[src/rtl/cfg_mstr_pkg.sv]
// Shared definitions for the serial configuration master.
//   state_e     : master FSM states
//   *Def        : default frame geometry and response timeout
//   cnt_w()     : counter width for a counter that must hold the value v
package cfg_mstr_pkg;

    typedef enum logic [2:0] {
        StIdle,
        StLoad,
        StSend,
        StWaitTx,
        StRecv,
        StDone
    } state_e;

    localparam int unsigned CmdBytesDef = 3;
    localparam int unsigned RspBytesDef = 2;
    localparam int unsigned ToCyclesDef = 65535;

    function automatic int unsigned cnt_w(input int unsigned v);
        return $clog2(v) + 1;
    endfunction

endpackage

[src/rtl/cfg_mstr_gen_uart.sv]
// 8N1 UART shared by the configuration link masters.
//   clk, rst_n   : clock, asynchronous active-low reset
//   trmt_i       : one-cycle request to transmit tx_data_i
//   tx_data_i    : byte to send (LSB first on the wire)
//   tx_done_o    : one-cycle pulse when the stop bit has been sent
//   tx_o         : serial out, idles high
//   rx_i         : serial in (asynchronous, synchronised here)
//   rx_data_o    : last received byte
//   rdy_o        : received byte available, held until clr_rdy_i
//   clr_rdy_i    : discard the received byte
module cfg_mstr_gen_uart #(
    parameter int unsigned BAUD_DIV = 434
) (
    input  logic       clk,
    input  logic       rst_n,
    input  logic       trmt_i,
    input  logic [7:0] tx_data_i,
    output logic       tx_done_o,
    output logic       tx_o,
    input  logic       rx_i,
    output logic [7:0] rx_data_o,
    output logic       rdy_o,
    input  logic       clr_rdy_i
);

    localparam int unsigned BaudW = $clog2(BAUD_DIV + BAUD_DIV / 2) + 1;

    logic [9:0]       tx_shft_q;
    logic             tx_busy_q;
    logic [BaudW-1:0] tx_baud_q;
    logic [3:0]       tx_bit_q;
    logic             tx_done_q;

    always_ff @(posedge clk or negedge rst_n) begin
        if (!rst_n) begin
            tx_shft_q <= '1;
            tx_busy_q <= 1'b0;
            tx_baud_q <= '0;
            tx_bit_q  <= '0;
            tx_done_q <= 1'b0;
        end else begin
            tx_done_q <= 1'b0;
            if (trmt_i) begin
                tx_shft_q <= {1'b1, tx_data_i, 1'b0};
                tx_busy_q <= 1'b1;
                tx_baud_q <= '0;
                tx_bit_q  <= '0;
            end else if (tx_busy_q) begin
                if (tx_baud_q == BaudW'(BAUD_DIV - 1)) begin
                    tx_baud_q <= '0;
                    tx_shft_q <= {1'b1, tx_shft_q[9:1]};
                    if (tx_bit_q == 4'd9) begin
                        tx_busy_q <= 1'b0;
                        tx_done_q <= 1'b1;
                        tx_bit_q  <= '0;
                    end else begin
                        tx_bit_q <= tx_bit_q + 4'd1;
                    end
                end else begin
                    tx_baud_q <= tx_baud_q + 1'b1;
                end
            end
        end
    end

    assign tx_o      = tx_shft_q[0];
    assign tx_done_o = tx_done_q;

    logic             rx_s1_q, rx_s2_q;
    logic             rx_busy_q;
    logic [BaudW-1:0] rx_baud_q;
    logic [3:0]       rx_bit_q;
    logic [7:0]       rx_shft_q;
    logic             rdy_q;

    // Samples are taken mid-bit; the ninth sample is the stop bit, so the
    // receiver only returns to hunting once the line is back high.
    always_ff @(posedge clk or negedge rst_n) begin
        if (!rst_n) begin
            rx_s1_q   <= 1'b1;
            rx_s2_q   <= 1'b1;
            rx_busy_q <= 1'b0;
            rx_baud_q <= '0;
            rx_bit_q  <= '0;
            rx_shft_q <= '0;
            rdy_q     <= 1'b0;
        end else begin
            rx_s1_q <= rx_i;
            rx_s2_q <= rx_s1_q;
            if (!rx_busy_q) begin
                if (!rx_s2_q) begin
                    rx_busy_q <= 1'b1;
                    rx_baud_q <= BaudW'(BAUD_DIV + BAUD_DIV / 2 - 1);
                    rx_bit_q  <= '0;
                end
            end else if (rx_baud_q == '0) begin
                rx_baud_q <= BaudW'(BAUD_DIV - 1);
                rx_bit_q  <= rx_bit_q + 4'd1;
                if (rx_bit_q == 4'd8) begin
                    rx_busy_q <= 1'b0;
                end else begin
                    rx_shft_q <= {rx_s2_q, rx_shft_q[7:1]};
                end
            end else begin
                rx_baud_q <= rx_baud_q - 1'b1;
            end

            if (rx_busy_q && rx_baud_q == '0 && rx_bit_q == 4'd8) begin
                rdy_q <= 1'b1;
            end else if (clr_rdy_i) begin
                rdy_q <= 1'b0;
            end
        end
    end

    assign rx_data_o = rx_shft_q;
    assign rdy_o     = rdy_q;

endmodule

[src/rtl/cfg_mstr_gen.sv]
// Configuration master: sends a CMD_BYTES command frame (top byte first) over
// the UART, then collects RSP_BYTES response bytes into resp.
//   clk, rst_n : clock, asynchronous active-low reset
//   snd_frm    : start request, accepted only when idle or done
//   cmd_data   : command, captured on acceptance
//   resp       : last complete response, first byte in the top bits
//   rsp_rdy    : resp valid, sticky until the next accepted request
//   busy       : frame in progress
//   timeout    : last frame aborted waiting for a response byte, sticky
//   TX_C, RX_C : UART serial out / in
// BAUD_DIV sets clocks per UART bit.
// Define CFG_MSTR_GEN_CHKSUM_EN to append an inverted 8-bit sum of the command
// bytes as an extra byte after the command.
module cfg_mstr_gen
    import cfg_mstr_pkg::*;
#(
    parameter int unsigned CMD_BYTES = CmdBytesDef,
    parameter int unsigned RSP_BYTES = RspBytesDef,
    parameter int unsigned TO_CYCLES = ToCyclesDef,
    parameter int unsigned BAUD_DIV  = 434
) (
    input  logic                   clk,
    input  logic                   rst_n,
    input  logic                   snd_frm,
    input  logic [8*CMD_BYTES-1:0] cmd_data,
    output logic [8*RSP_BYTES-1:0] resp,
    output logic                   rsp_rdy,
    output logic                   busy,
    output logic                   timeout,
    output logic                   TX_C,
    input  logic                   RX_C
);

    localparam int unsigned IdxW = cnt_w(CMD_BYTES);
    localparam int unsigned RxW  = cnt_w(RSP_BYTES);
    localparam int unsigned ToW  = cnt_w(TO_CYCLES);

    state_e                 state_q;
    logic [8*CMD_BYTES-1:0] shadow_q;
    logic [IdxW-1:0]        idx_q;
    logic [RxW-1:0]         rx_cnt_q;
    logic [ToW-1:0]         to_cnt_q;
    logic [8*RSP_BYTES-1:0] acc_q;
    logic [8*RSP_BYTES-1:0] resp_q;
    logic                   rsp_rdy_q;
    logic                   busy_q;
    logic                   timeout_q;
    logic                   trmt_q;
    logic [7:0]             tx_data_q;

    logic                   tx_done;
    logic                   rdy;
    logic                   clr_rdy;
    logic [7:0]             rx_data;
    logic [7:0]             cmd_byte;
    logic [7:0]             next_byte;
    logic                   last_byte;
    logic [8*RSP_BYTES-1:0] acc_shift;

    assign cmd_byte = shadow_q[8*int'(idx_q) +: 8];

`ifdef CFG_MSTR_GEN_CHKSUM_EN
    logic       chk_q;
    logic [7:0] chk_sum;

    always_comb begin
        chk_sum = 8'h00;
        for (int i = 0; i < int'(CMD_BYTES); i++) begin
            chk_sum = chk_sum + shadow_q[8*i +: 8];
        end
    end

    assign next_byte = chk_q ? ~chk_sum : cmd_byte;
    assign last_byte = chk_q;
`else
    assign next_byte = cmd_byte;
    assign last_byte = (idx_q == '0);
`endif

    always_comb begin
        acc_shift      = acc_q << 8;
        acc_shift[7:0] = rx_data;
    end

    // Clearing on RECV entry drops any byte that arrived while transmitting.
    assign clr_rdy = (state_q == StWaitTx && tx_done && last_byte) ||
                     (state_q == StRecv && rdy);

    always_ff @(posedge clk or negedge rst_n) begin
        if (!rst_n) begin
            state_q   <= StIdle;
            shadow_q  <= '0;
            idx_q     <= '0;
            rx_cnt_q  <= '0;
            to_cnt_q  <= '0;
            acc_q     <= '0;
            resp_q    <= '0;
            rsp_rdy_q <= 1'b0;
            busy_q    <= 1'b0;
            timeout_q <= 1'b0;
            trmt_q    <= 1'b0;
            tx_data_q <= '0;
`ifdef CFG_MSTR_GEN_CHKSUM_EN
            chk_q     <= 1'b0;
`endif
        end else begin
            trmt_q <= 1'b0;
            case (state_q)
                StIdle, StDone: begin
                    if (snd_frm) begin
                        shadow_q  <= cmd_data;
                        idx_q     <= IdxW'(CMD_BYTES - 1);
                        rsp_rdy_q <= 1'b0;
                        timeout_q <= 1'b0;
                        busy_q    <= 1'b1;
                        state_q   <= StLoad;
`ifdef CFG_MSTR_GEN_CHKSUM_EN
                        chk_q     <= 1'b0;
`endif
                    end
                end
                StLoad, StSend: begin
                    trmt_q    <= 1'b1;
                    tx_data_q <= next_byte;
                    state_q   <= StWaitTx;
                end
                StWaitTx: begin
                    if (tx_done) begin
                        if (last_byte) begin
                            to_cnt_q <= ToW'(TO_CYCLES);
                            rx_cnt_q <= '0;
                            acc_q    <= '0;
                            state_q  <= StRecv;
                        end else begin
`ifdef CFG_MSTR_GEN_CHKSUM_EN
                            if (idx_q == '0) begin
                                chk_q <= 1'b1;
                            end else begin
                                idx_q <= idx_q - 1'b1;
                            end
`else
                            idx_q <= idx_q - 1'b1;
`endif
                            state_q <= StSend;
                        end
                    end
                end
                StRecv: begin
                    // A byte arriving as the counter expires still counts.
                    if (rdy) begin
                        acc_q    <= acc_shift;
                        rx_cnt_q <= rx_cnt_q + 1'b1;
                        to_cnt_q <= ToW'(TO_CYCLES);
                        if (rx_cnt_q == RxW'(RSP_BYTES - 1)) begin
                            resp_q    <= acc_shift;
                            rsp_rdy_q <= 1'b1;
                            busy_q    <= 1'b0;
                            state_q   <= StDone;
                        end
                    end else if (to_cnt_q <= ToW'(1)) begin
                        to_cnt_q  <= '0;
                        timeout_q <= 1'b1;
                        busy_q    <= 1'b0;
                        state_q   <= StIdle;
                    end else begin
                        to_cnt_q <= to_cnt_q - 1'b1;
                    end
                end
                default: state_q <= StIdle;
            endcase
        end
    end

    assign resp    = resp_q;
    assign rsp_rdy = rsp_rdy_q;
    assign busy    = busy_q;
    assign timeout = timeout_q;

    cfg_mstr_gen_uart #(
        .BAUD_DIV(BAUD_DIV)
    ) u_uart (
        .clk      (clk),
        .rst_n    (rst_n),
        .trmt_i   (trmt_q),
        .tx_data_i(tx_data_q),
        .tx_done_o(tx_done),
        .tx_o     (TX_C),
        .rx_i     (RX_C),
        .rx_data_o(rx_data),
        .rdy_o    (rdy),
        .clr_rdy_i(clr_rdy)
    );

endmodule
[config.mk]
export PLATFORM = sky130hd
export DESIGN_NAME = cfg_mstr_gen
export DESIGN_NICKNAME = d
export VERILOG_FILES = /design/src/rtl/cfg_mstr_pkg.sv /design/src/rtl/cfg_mstr_gen_uart.sv /design/src/rtl/cfg_mstr_gen.sv
export SDC_FILE = /design/constraint.sdc
export NUM_CORES = 1
export LEC_CHECK = 0
export ABC_CLOCK_PERIOD_IN_PS = 2350
export CORE_ASPECT_RATIO = 0.7
export CORE_MARGIN = 3
export CORE_UTILIZATION = 42
export CTS_CLUSTER_DIAMETER = 50
export DETAILED_ROUTE_END_ITERATION = 8
export GPL_TIMING_DRIVEN = 0
export PLACE_DENSITY_LB_ADDON = 0.25
export SLEW_MARGIN = 20
export SYNTH_ARGS = -nofsm -noshare
export SYNTH_HDL_FRONTEND = slang
export SYNTH_SLANG_ARGS = --single-unit
export TNS_END_PERCENT = 30
[constraint.sdc]
create_clock -name clk -period 2.35 [get_ports clk]
set_clock_uncertainty 0.15 [all_clocks]
set_input_delay 0.47 -clock clk [delete_from_list [all_inputs] [get_ports clk]]
set_output_delay 0.47 -clock clk [all_outputs]
set_load 0.02 [all_outputs]
### Word level (Yosys, flattened, before mapping)

Cells that the tools add are included.

| word-level totals | value |
|---|---|
| register bits | 139 |
| latch bits | 0 |
| memory bits (writable) | 0 |
| memory bits (read-only) | 0 |
| input bits | 28 |
| output and inout bits | 20 |
| memories kept | 0 |

| operators by class | value |
|---|---|
| add/subtract/negate cells | 7 |
| $mul | 0 |
| divide/modulo/power cells | 0 |
| $lt $le $gt $ge | 1 |
| equality and inequality tests | 21 |
| shift-type cells | 1 |
| mux-type cells | 67 |
| bitwise operators | 1 |
| reduce and logical (&&, ||, !) cells | 29 |

Operators with widths:

| operator | count |
|---|---|
| 17-bit 2-to-1 mux | 4 |
| 11-bit 2-to-1 mux | 6 |
| 17-bit case mux with 2 select lines | 1 |
| 10-bit 2-to-1 mux | 3 |
| 4-bit 2-to-1 mux | 7 |
| 3-bit 2-to-1 mux | 9 |
| 1-bit 2-to-1 mux | 24 |
| 8-bit 2-to-1 mux | 3 |
| 4-bit AND reduction | 6 |
| 24-bit by 7-bit variable part select with 8-bit output | 1 |
| 17-bit by 1-bit less-or-equal comparator with 1-bit output (second input constant) | 1 |
| 17-bit by 1-bit subtractor with 17-bit output (second input constant) | 1 |
| 8-bit case mux with 2 select lines | 1 |
| 2-bit inequality test (second input constant) | 6 |
| 3-bit case mux with 4 select lines | 1 |
| 2-bit nonzero test | 6 |
| 11-bit by 1-bit adder with 11-bit output (second input constant) | 1 |
| 11-bit by 9-bit equality test with 1-bit output (second input constant) | 1 |
| 11-bit zero test | 1 |
| 11-bit by 1-bit subtractor with 11-bit output (second input constant) | 1 |
| 3-bit AND reduction | 3 |
| 4-bit by 1-bit adder with 4-bit output (second input constant) | 2 |
| 4-bit equality test (second input constant) | 2 |
| 2-bit by 1-bit inequality test with 1-bit output (second input constant) | 4 |
| other kinds (18) | 32 |

### Logic depth before layout (Yosys ltp)

Gate-level depths: netlist of the first run.

| depth | value |
|---|---|
| depth in word-level cells | 6 |
| gate-level depth with buffers | 8 |
| mapped depth without buffers | 6 |

### Cells and area by module

From an unflattened synthesis of the first run, not the netlist that was laid out.

| unflattened totals | value |
|---|---|
| cell total of the unflattened synthesis | 595 |
| area total of the unflattened synthesis | 6,585.1 µm² |

By module, submodules not included:

| module | times used | cells each | area an instance (µm²) | seq. area each (µm²) |
|---|---|---|---|---|
| cfg_mstr_gen | 1 | 337 | 3,908.7 | 2,127.0 |
| cfg_mstr_gen_uart | 1 | 258 | 2,676.3 | 1,340.0 |

### Worst setup path before layout of the first run

No wires, ideal clock.

| timing path | value |
|---|---|
| kind | reg2reg |
| from | register idx_q[0] |
| to | register idx_q[1] |
| library setup time | 0.125 ns |
| arrival | 2.171 ns |
| required time | 2.075 ns |
| slack | -0.096 ns |
| stages on the path, launching flop included | 8 |
| path buffers | 1 |
| period minus slack after synthesis | 2.446 ns |
| cells stage by stage | dfrtp_1 buf_1 inv_1 ha_1 nor2b_1 o211a_1 or4_4 mux2_4 |

| on the way | value |
|---|---|
| cells in the longest elaborated chain, start to end | 4 |

Ends and longest elaborated chain:

| element | line | RTL |
|---|---|---|
| from (decl) | cfg_mstr_gen.sv:40 | `logic [IdxW-1:0] idx_q;` |
| from (signal assigned) | cfg_mstr_gen.sv:112 | `idx_q <= IdxW'(CMD_BYTES - 1);` |
| from (signal assigned) | cfg_mstr_gen.sv:142 | `idx_q <= idx_q - 1'b1;` |
| 3-bit by 1-bit subtractor with 3-bit output | cfg_mstr_gen.sv:142 |  |
| 3-bit 2-to-1 mux | cfg_mstr_gen.sv:129 | `if (last_byte) begin` |
| 3-bit 2-to-1 mux | cfg_mstr_gen.sv:128 | `if (tx_done) begin` |
| 3-bit case mux with 2 select lines | cfg_mstr_gen.sv:108 | `case (state_q)` |

Several ways; a longest one is shown, not always the timed one. The select of a mux whose other input is x is not followed.
A chain may end at the register's enable or synchronous reset.

### Worst setup path in the final report of the first run

Same ends and word-level chain as after synthesis.

==> impl_metrics.py, run 1 <==
metrics = {
    "yosys": {
        "ys_top_cells_by_area": "dfrtp_1 47%, mux2_2 8.1%, dfstp_2 4.2%, o21ai_0 3.5%, nand2_1 3.2%",
        "ys.flop_type": "dfrtp_1",
        "synth_top_area_share_pct": 46.6,
        "avgSynthCellArea_um2": 10.7,
        "synth_largest_area_cell": "dfrtp_1",
        "synthArstFlopShare_pct": 100,
        "synth_compound_area_share_pct": 14.3,
        "syn_area_um2": 6820,
        "synth-edff-count": 0,
        "synthMuxAreaShare_pct": 11.0,
        "synth_top_family_by_area": "simple AND/OR/NAND/NOR gates",
        "ys.warnings.count": 0,
        "synthTopCellsByCount": "127 x dfrtp_1, 58 x nand2_1, 49 x mux2_2, 48 x o21ai_0, 34 x a21oi_1",
        "yosys.area_share.simple_pct": 15.8,
        "ys_seq_area_share_pct": 50.8,
        "synth.most_common_cell": "dfrtp_1",
        "ys_types": 72,
        "synth_seq_cells": 138,
        "syn-num-nets": 680,
        "synth_xor_area_share_pct": 1.67,
        "synth-adder-area-share_pct": 2.20,
        "postSynthCellCount": 640,
    },
    "global_routing": {
        "busiest_layer": "met2",
        "grt_util_met3_pct": 3.89,
        "met1_usage_pct": 25.6,
        "grtUsageTotal_pct": 17.5,
        "grt_use_met2_pct": 26.3,
        "grt_pass1_vias": 5112,
        "grt_overflow_total": 0,
        "antenna_found_initial": 0,
        "grt_pass1_wl_mm": 25.3,
        "grt_start_max_net_pins": 79,
    },
    "timing": {
        "setup_violations": 0,
        "layout_min_cycle_time_ps": 2270,
        "holdWs_ps": 217,
        "timing.fmax_mhz": 441,
        "rsz0062_at_grt": "yes",
        "hold_violations": 0,
        "tightest_slew_ps": 726,
        "fin_setup_tns_ps": 0,
        "finalMaxSlewViolations": 0,
        "period_share_pct": 96.4,
        "slew_headroom_pct": 51.1,
    },
    "worst_setup_path": {
        "r2r_slack_ps": 80,
        "slowest_stage": "or4_4",
        "crit_required_ps": 2490,
        "crit_path_cell_trace": "buf_6 > inv_1 > ha_2 > nor2b_2 > o211a_1 > or4_4 > mux2_4",
        "endpoint_kind": "flip-flop",
        "cp.buffers_inverters": 2,
        "rr_startpoint": "idx_q[0]",
        "slowest_delay_ps": 450,
        "crit_type": "flip-flop to flip-flop",
        "start_kind": "flip-flop",
        "crit_fanout": 10,
        "timing.rr.end": "idx_q[1]",
        "critPathTopFamily": "simple AND/OR/NAND/NOR gates",
        "reg2reg_depth": 7,
        "worst_ep_arrival_time_ps": 2400,
    },
    "placement": {
        "finalWeightedCongestion": 0.810,
        "hpwl_mm": 10.3,
        "place.port_buffers": 47,
        "placed_cells": 888,
    },
    "die": {
        "fp-row-count": 38,
        "die_h_um": 113,
        "initial_utilization_pct": 43.5,
        "ioPinCount": 48,
        "core_area_um2": 15700,
        "die_w_um": 158,
        "dieArea_um2": 17800,
    },
    "routing": {
        "first_pass_iters": 5,
        "drc": 0,
        "via_per_inst": 5.52,
        "vias": 5111,
        "drt_iter0_drc": 375,
        "detail-route-antenna-nets": 0,
        "wire_per_inst_um": 16.0,
        "drt-total-wl_mm": 14.8,
    },
    "flow_run": {
        "timing.max_cap.violations": 0,
    },
    "cells_and_area": {
        "fin_cells": 926,
        "syn2layout_area_growth_pct": 21.2,
        "utilization_pct": 52.7,
        "num-nets-final": 753,
        "drive_gt1_share_pct": 19.3,
        "final.fill_count": 1391,
        "diodes": 0,
    },
    "power_and_ir_drop": {
        "power.total_mw": 7.27,
        "power.leakage_nw": 3.66,
        "vdd_drop_max_uv": 440,
        "power_density_nw_per_um2": 879,
    },
    "clock_network": {
        "cts_buffer_depth": 2,
        "clkSinkCount": 138,
        "clk_latency_ps": 420,
        "cts_buffers": 17,
        "clk_pin_slew_worst_paths_ps": 70,
        "htree_num_levels": 4,
        "cts_tree": "done",
        "cts-root-buf": "clkbuf_16",
    },
    "status": {
        "status": "complete, no violations",
    },
    "worst_hold_path": {
        "min_path_cells": 0,
        "min_from": "u_uart.rx_s1_q",
        "min_to": "u_uart.rx_s2_q",
        "hp-class": "flip-flop to flip-flop",
    },
}
## kinds of logic (layout without fill, tap and decap cells)
family	count (synthesis)	after routing
AOI/OAI and AO/OA	151	151
xor gates and xnor gates	13	13
adders and majority gates	12	12
buffers and inverters	67	153
DFF	138	138
muxes	68	68
and+or+nand+nor	191	191
## final cells by class
class	count	area, um^2	share of cell area [%]
flip-flops and latches	138	3470	41.9
multi-input cells	435	3100	37.5
repair buffers	55	571	6.90
clock buffers	19	453	5.48
well taps	200	250	3.03
plain buffers	38	193	2.33
clock inverters	13	130	1.57
inverters	28	105	1.27
## routing by layer
| metal | part of all wire (%) | vias to the layer above |
|---|---|---|
| met5 | 0 | - |
| met4 | 0.73 | 0 |
| met3 | 4.2 | 12 |
| met2 | 46 | 111 |
| met1 | 49 | 2521 |
| li1 | - | 2467 |
## flip-flops by register name (all words and copies together), names as in the netlist, 8 cells and up
name and flops:
acc_q 8, resp 16, shadow_q 24, to_cnt_q 17
tx_data_q 8, u_uart.rx_baud_q 11, u_uart.rx_data_o 8, u_uart.tx_baud_q 11
u_uart.tx_shft_q 9
## cell usage in the layout, fill, tap and decap left out, types with 10 or more instances in the layout
master           instances
clkdlybuf4s50_1         46
clkbuf_1                17
dfrtp_1                127
xor2_1                  10
o21ai_0                 48
mux2i_1                 18
nand2_1                 58
inv_1                   28
a21oi_1                 34
buf_2                   12
ha_1                    11
nor3_1                  17
clkbuf_16               17
dfstp_2                 11
nand2b_1                13
mux2_2                  49
nand3_1                 15
nor2_1                  25
## stage by stage
| stage | cell area (um^2) | setup slack (ps) |
|---|---|---|
| after global placement | 7540 | -4730 |
| after CTS | 8210 | 25.3 |
| after detailed placement | 7580 | -244 |
| after global routing | 8270 | -8.02 |
| final | 8270 | 84.8 |
| after floorplan | 6820 | 119 |
## timing repair
action	4_1_cts	5_1_grt
hold buffers	1	0
endpoints found under the hold margin	68	0
setup buffers	1	5
pin swaps	1	2
setup endpoints to repair	18	29
gates resized for setup	4	7
## where the power goes
group | internal [mW] | switching, mW
clock network | 1.54 | 1.09
registers | 2.79 | 0.244
logic | 0.747 | 0.854
total | 5.08 | 2.19
## how the worst max path moves through the flow
stage | startpoint | end | slack [ps] | cells after the start
2_1_floorplan | idx_q[0] | idx_q[1] | 120 | 7
3_3_place_gp | rst_n | resp[8] | -4730 | 1
3_5_place_dp | snd_frm | idx_q[1] | -240 | 5
4_1_cts | idx_q[0] | idx_q[1] | 30 | 7
5_1_grt | state_q[0] | acc_q[5] | -8 | 6
6_report | idx_q[0] | idx_q[1] | 80 | 7
Note: power is estimated with default switching activity, not from simulation.
==> run 2: changes to the inputs <==
CORE_UTILIZATION = 40   (was 42)
==> run 2 against run 1 <==
Effect of this change: critical path depth did not move; final cell count rose by 2.6%; sequential share of layout area fell by 0.18 points; utilization fell by 2.4 points; largest cell class unchanged.
==> impl_metrics.py, run 2 (synthesized netlist as in run 1, its figures left out) <==
metrics = {
    "status": {
        "status": "complete, no violations",
    },
    "die": {
        "core_area_um2": 16500,
        "die_w_um": 162,
        "die_h_um": 115,
        "dieArea_um2": 18700,
        "fp-row-count": 39,
        "ioPinCount": 48,
        "initial_utilization_pct": 41.4,
    },
    "power_and_ir_drop": {
        "internal_power_mw": 5.06,
        "p_switching_mw": 2.29,
        "p_clk_share_pct": 36.9,
        "combPwrFrac_pct": 21.9,
        "power.total_mw": 7.34,
        "power_density_nw_per_um2": 884,
        "switching_share_pct": 31.1,
        "vdd_drop_max_uv": 433,
        "power.leakage_nw": 3.67,
        "p_seq_share_pct": 41.1,
    },
    "global_routing": {
        "grt_start_max_net_pins": 102,
        "grtUsageTotal_pct": 17.4,
        "grt_pass1_vias": 5122,
        "grt_overflow_total": 0,
        "grt_pass1_wl_mm": 26.1,
        "antenna_found_initial": 0,
    },
    "cells_and_area": {
        "final_cell_mix": "127 x dfrtp_1, 58 x nand2_1, 49 x mux2_2",
        "drive_gt1_share_pct": 19.2,
        "diodes": 0,
        "largest_register": "shadow_q",
        "syn2layout_area_growth_pct": 21.8,
        "mostFrequentLayoutCell": "dfrtp_1",
        "num-nets-final": 752,
        "postLayoutCellArea_um2": 8310,
        "largest_reg_flops": 24,
    },
    "routing": {
        "first_pass_iters": 5,
        "vias": 5205,
        "wire_per_inst_um": 16.3,
        "via_per_inst": 5.48,
        "drt-total-wl_mm": 15.5,
        "drc": 0,
        "detail-route-antenna-nets": 0,
        "drt_iter0_drc": 383,
    },
    "timing": {
        "finalMaxSlewViolations": 0,
        "period_share_pct": 96.0,
        "hold_violations": 0,
        "tightest_slew_ps": 884,
        "setup_violations": 0,
        "timing.fmax_mhz": 443,
        "layout_min_cycle_time_ps": 2260,
        "rsz0062_at_grt": "no",
        "slew_headroom_pct": 40.5,
    },
    "worst_hold_path": {
        "hp-class": "flip-flop to flip-flop",
    },
    "clock_network": {
        "clk_latency_ps": 430,
        "cts-root-buf": "clkbuf_16",
        "clk_pin_slew_worst_paths_ps": 70,
        "clkSinkCount": 138,
        "cts_buffers": 17,
        "cts_buffer_depth": 2,
        "cts_tree": "done",
        "htree_num_levels": 4,
    },
    "placement": {
        "finalWeightedCongestion": 0.855,
        "placed_area_um2": 7610,
        "place.port_buffers": 47,
        "hpwl_mm": 10.6,
    },
    "worst_setup_path": {
        "worst_ep_arrival_time_ps": 2420,
        "crit_fanout": 8,
        "crit_type": "flip-flop to flip-flop",
        "r2r_slack_ps": 90,
        "crit_required_ps": 2510,
        "endpoint_kind": "flip-flop",
        "start_kind": "flip-flop",
    },
    "flow_run": {
        "timing.max_cap.violations": 0,
    },
}
## run 2: layout make-up
type                       count  area, um^2
clock inverter                15         176
fill                        1527        8190
multi-input combinational    435        3090
timing repair buffer          54         563
clock buffer                  17         425
sequential                   138        3470
buffer                        38         193
inverter                      28         105
tap                          225         282
## run 2: layer usage
metal / share of wire, % / global-route usage (%) / vias up
li1: - / - / 2456
met1: 50 / 25.8 / 2582
met2: 43 / 25.0 / 148
met3: 5.0 / 4.21 / 19
met4: 1.4 / 6.14 / 0
met5: 0 / 0 / -
## run 2: path summary, 6_finish.rpt
path / start / to / cells past startpoint
hold / removal: u_uart.rx_s1_q / u_uart.rx_s2_q / 0
hold reg to reg: u_uart.rx_s1_q / u_uart.rx_s2_q / 0
max in group asynchronous: rst_n / u_uart.tx_shft_q[3] / 3
min in group asynchronous: rst_n / u_uart.rx_baud_q[7] / 2
setup reg to reg: u_uart.rx_baud_q[0] / u_uart.rx_data_o[1] / 7
setup / recovery: u_uart.rx_baud_q[0] / u_uart.rx_data_o[1] / 7
## run 2: critical path, cell delays in order (launching register included)
cell,delay [ps]
dfrtp_1,410
inv_1,80
ha_1,190
nor3b_4,350
nand4b_4,210
nor3_4,250
buf_12,150
mux2_2,330
## run 2: stage by stage
step	hold slack [ps]	setup TNS (ps)	utilization, %	setup slack, ps	std cells
after global placement	197	-652740	45.9	-4860	912
after detailed placement	197	-2910	46.1	-218	913
after CTS	207	0	50.1	6.60	947
after floorplan	24.4	0	-	119	640
final	207	0	50.4	93.2	950
after global routing	215	0	50.4	0.0229	950
## run 2: timing repair
item,CTS,global route
endpoints found under the hold margin,35,0
pin swaps,1,1
gates resized for setup,4,5
hold buffers,1,0
buffers inserted,1,4
setup endpoints to repair,12,30
## run 2: power groups by stage
stage / Combinational [mW] / Sequential [mW] / Clock (mW)
6_report: 1.61 / 3.02 / 2.71
3_3_place_gp: 1.54 / 3.05 / 0
5_1_grt: 1.81 / 3.08 / 2.87
2_1_floorplan: 1.20 / 2.99 / 0
3_5_place_dp: 1.60 / 3.06 / 0
4_1_cts: 1.61 / 3.02 / 2.77
==> run 3: changes to the inputs <==
DONT_BUFFER_PORTS = 1   (was not set)
==> run 3 against run 2 <==
Effect of this change: the run now ends with negative hold slack left; die area is the same; utilization shrank 2.8 points; combinational power shrank 7%; hold slack lost 620 ps; total power grew 1.6%; largest power group unchanged; sequential share of layout area grew 2.5 points; highest routed layer unchanged; flip-flop and latch count is the same; register-to-register slack is essentially flat; critical path depth grew 1; count of clock-buffer cells in the layout grew 1; cell area shrank 5.6%; global-route usage shrank 0.64 points.
==> impl_metrics.py, run 3 (synthesized netlist as in run 1, its figures left out) <==
metrics = {
    "routing": {
        "drc": 0,
        "wire_per_inst_um": 16.9,
        "drt-total-wl_mm": 15.2,
        "first_pass_iters": 5,
        "via_per_inst": 5.50,
        "drt_iter0_drc": 346,
        "detail-route-antenna-nets": 0,
        "vias": 4952,
    },
    "die": {
        "initial_utilization_pct": 41.4,
        "core_area_um2": 16500,
        "dieArea_um2": 18700,
        "fp-row-count": 39,
        "ioPinCount": 48,
        "die_w_um": 162,
        "die_h_um": 115,
    },
    "worst_setup_path": {
        "timing.rr.end": "to_cnt_q[4]",
        "start_kind": "flip-flop",
        "slowest_delay_ps": 540,
        "worst_ep_arrival_time_ps": 2410,
        "r2r_slack_ps": 90,
        "crit_path_cell_trace": "buf_6 > buf_2 > nor4b_2 > buf_4 > buf_4 > nand2_1 > a21oi_1 > a21oi_1",
        "endpoint_kind": "flip-flop",
        "crit_fanout": 10,
        "rr_startpoint": "state_q[1]",
        "crit_type": "flip-flop to flip-flop",
        "slowest_stage": "nor4b_2",
        "reg2reg_depth": 8,
        "crit_required_ps": 2500,
    },
    "clock_network": {
        "htree_num_levels": 4,
        "cts-root-buf": "clkbuf_16",
        "cts_buffers": 17,
        "clk_pin_slew_worst_paths_ps": 60,
        "cts_buffer_depth": 2,
        "cts_tree": "done",
        "clkSinkCount": 138,
        "clk_latency_ps": 420,
        "cts.hold.buffers_added": 1,
    },
    "flow_run": {
        "timing.max_cap.violations": 0,
    },
    "cells_and_area": {
        "syn2layout_area_growth_pct": 14.9,
        "utilization_pct": 47.5,
        "largest_register": "shadow_q",
        "num-nets-final": 703,
        "mostFrequentLayoutCell": "dfrtp_1",
        "diodes": 0,
        "postLayoutCellArea_um2": 7840,
        "final_cell_mix": "126 x dfrtp_1, 58 x nand2_1, 49 x mux2_2",
        "largest_reg_flops": 24,
        "fin_cells": 901,
        "drive_gt1_share_pct": 20.0,
    },
    "power_and_ir_drop": {
        "p_switching_mw": 2.17,
        "internal_power_mw": 5.29,
        "combPwrFrac_pct": 20.0,
        "power.leakage_nw": 3.49,
        "p_clk_share_pct": 39.1,
        "switching_share_pct": 29.1,
        "p_seq_share_pct": 40.9,
        "power_density_nw_per_um2": 952,
        "vdd_drop_max_uv": 468,
    },
    "global_routing": {
        "grtUsageTotal_pct": 16.8,
        "grt_overflow_total": 0,
        "grt_pass1_wl_mm": 25.1,
        "grt_start_max_net_pins": 139,
        "antenna_found_initial": 0,
        "grt_pass1_vias": 4955,
    },
    "timing": {
        "hold_violations": 138,
        "rsz0062_at_grt": "yes",
        "tightest_slew_ps": 960,
        "layout_min_cycle_time_ps": 2260,
        "slew_headroom_pct": 35.4,
        "period_share_pct": 96.2,
        "holdWs_ps": -409,
        "setup_violations": 0,
        "fin_ws_ps": 89.4,
        "timing.fmax_mhz": 442,
        "finalMaxSlewViolations": 0,
    },
    "placement": {
        "hpwl_mm": 10.3,
        "place.port_buffers": 0,
        "finalWeightedCongestion": 0.844,
        "placed_area_um2": 7100,
        "dp_slack_ps": -139,
        "placed_cells": 865,
    },
    "worst_hold_path": {
        "hp-class": "input port to async pin",
    },
    "status": {
        "violations": "negative hold slack",
        "status": "complete, but fails checks",
    },
}
## run 3: cell types whose count changed in the layout (fill, tap and decap cells not counted), sizes merged
cell and change:
buf -3, clkinvlp +1, bufinv +3, inv -3, clkbuf +1, clkdlybuf4s50 -46
clkinv -2
## run 3: per-layer routing
metal	wire (um)	GRT usage [%]	up-vias
met2	6800	25.2	122
met3	795	4.50	13
met5	0	0	-
met4	150	5.00	0
met1	7480	24.0	2446
li1	-	-	2371
## run 3: repair_timing
action                                  CTS  global route
resized for setup                         4             6
pin swaps                                 1             1
endpoints found under the setup margin   11            30
hold endpoints to repair                139           138
setup buffers                             1             3
## run 3: power by group through the flow
stage	sequential (mW)	clock [mW]	combinational, mW
6_report	3.05	2.92	1.49
3_3_place_gp	3.05	0	1.43
5_1_grt	3.10	3.06	1.66
4_1_cts	3.05	2.96	1.48
3_5_place_dp	3.06	0	1.49
2_1_floorplan	2.99	0	1.20
## run 3: worst max path at each step
stage | start | slack (ps) | end | cells after the start
after global placement | u_uart.rx_baud_q[0] | -110 | u_uart.rx_data_o[7] | 6
after floorplan | idx_q[0] | 120 | idx_q[1] | 7
after CTS | idx_q[0] | 30 | idx_q[1] | 7
after global routing | state_q[0] | -40 | acc_q[3] | 6
after detailed placement | u_uart.rx_baud_q[0] | -140 | u_uart.rx_data_o[3] | 6
final | state_q[1] | 90 | to_cnt_q[4] | 8
## run 3: area by class of cell
class / count / area [um^2]
fillers: 1528 / 8650
clock inverters: 14 / 206
repair buffers: 5 / 52.6
inverters: 28 / 105
clock buffers: 18 / 429
well taps: 225 / 282
flip-flops and latches: 138 / 3470
plain buffers: 38 / 191
multi-input cells: 435 / 3110
## run 3: through the flow
step                      setup TNS, ps  total power, mW
final                                 0             7.46
after global routing               -200             7.83
after CTS                             0             7.48
after detailed placement          -1100             4.55
after global placement             -841             4.48
after floorplan                       0             4.19
## run 3: critical path, delay by kind of cell (launching register included)
kind / cells / cell delay, ps
AOI/OAI and AO/OA: 2 / 200
buffers and inverters: 4 / 780
DFF: 1 / 380
and+or+nand+nor: 2 / 610
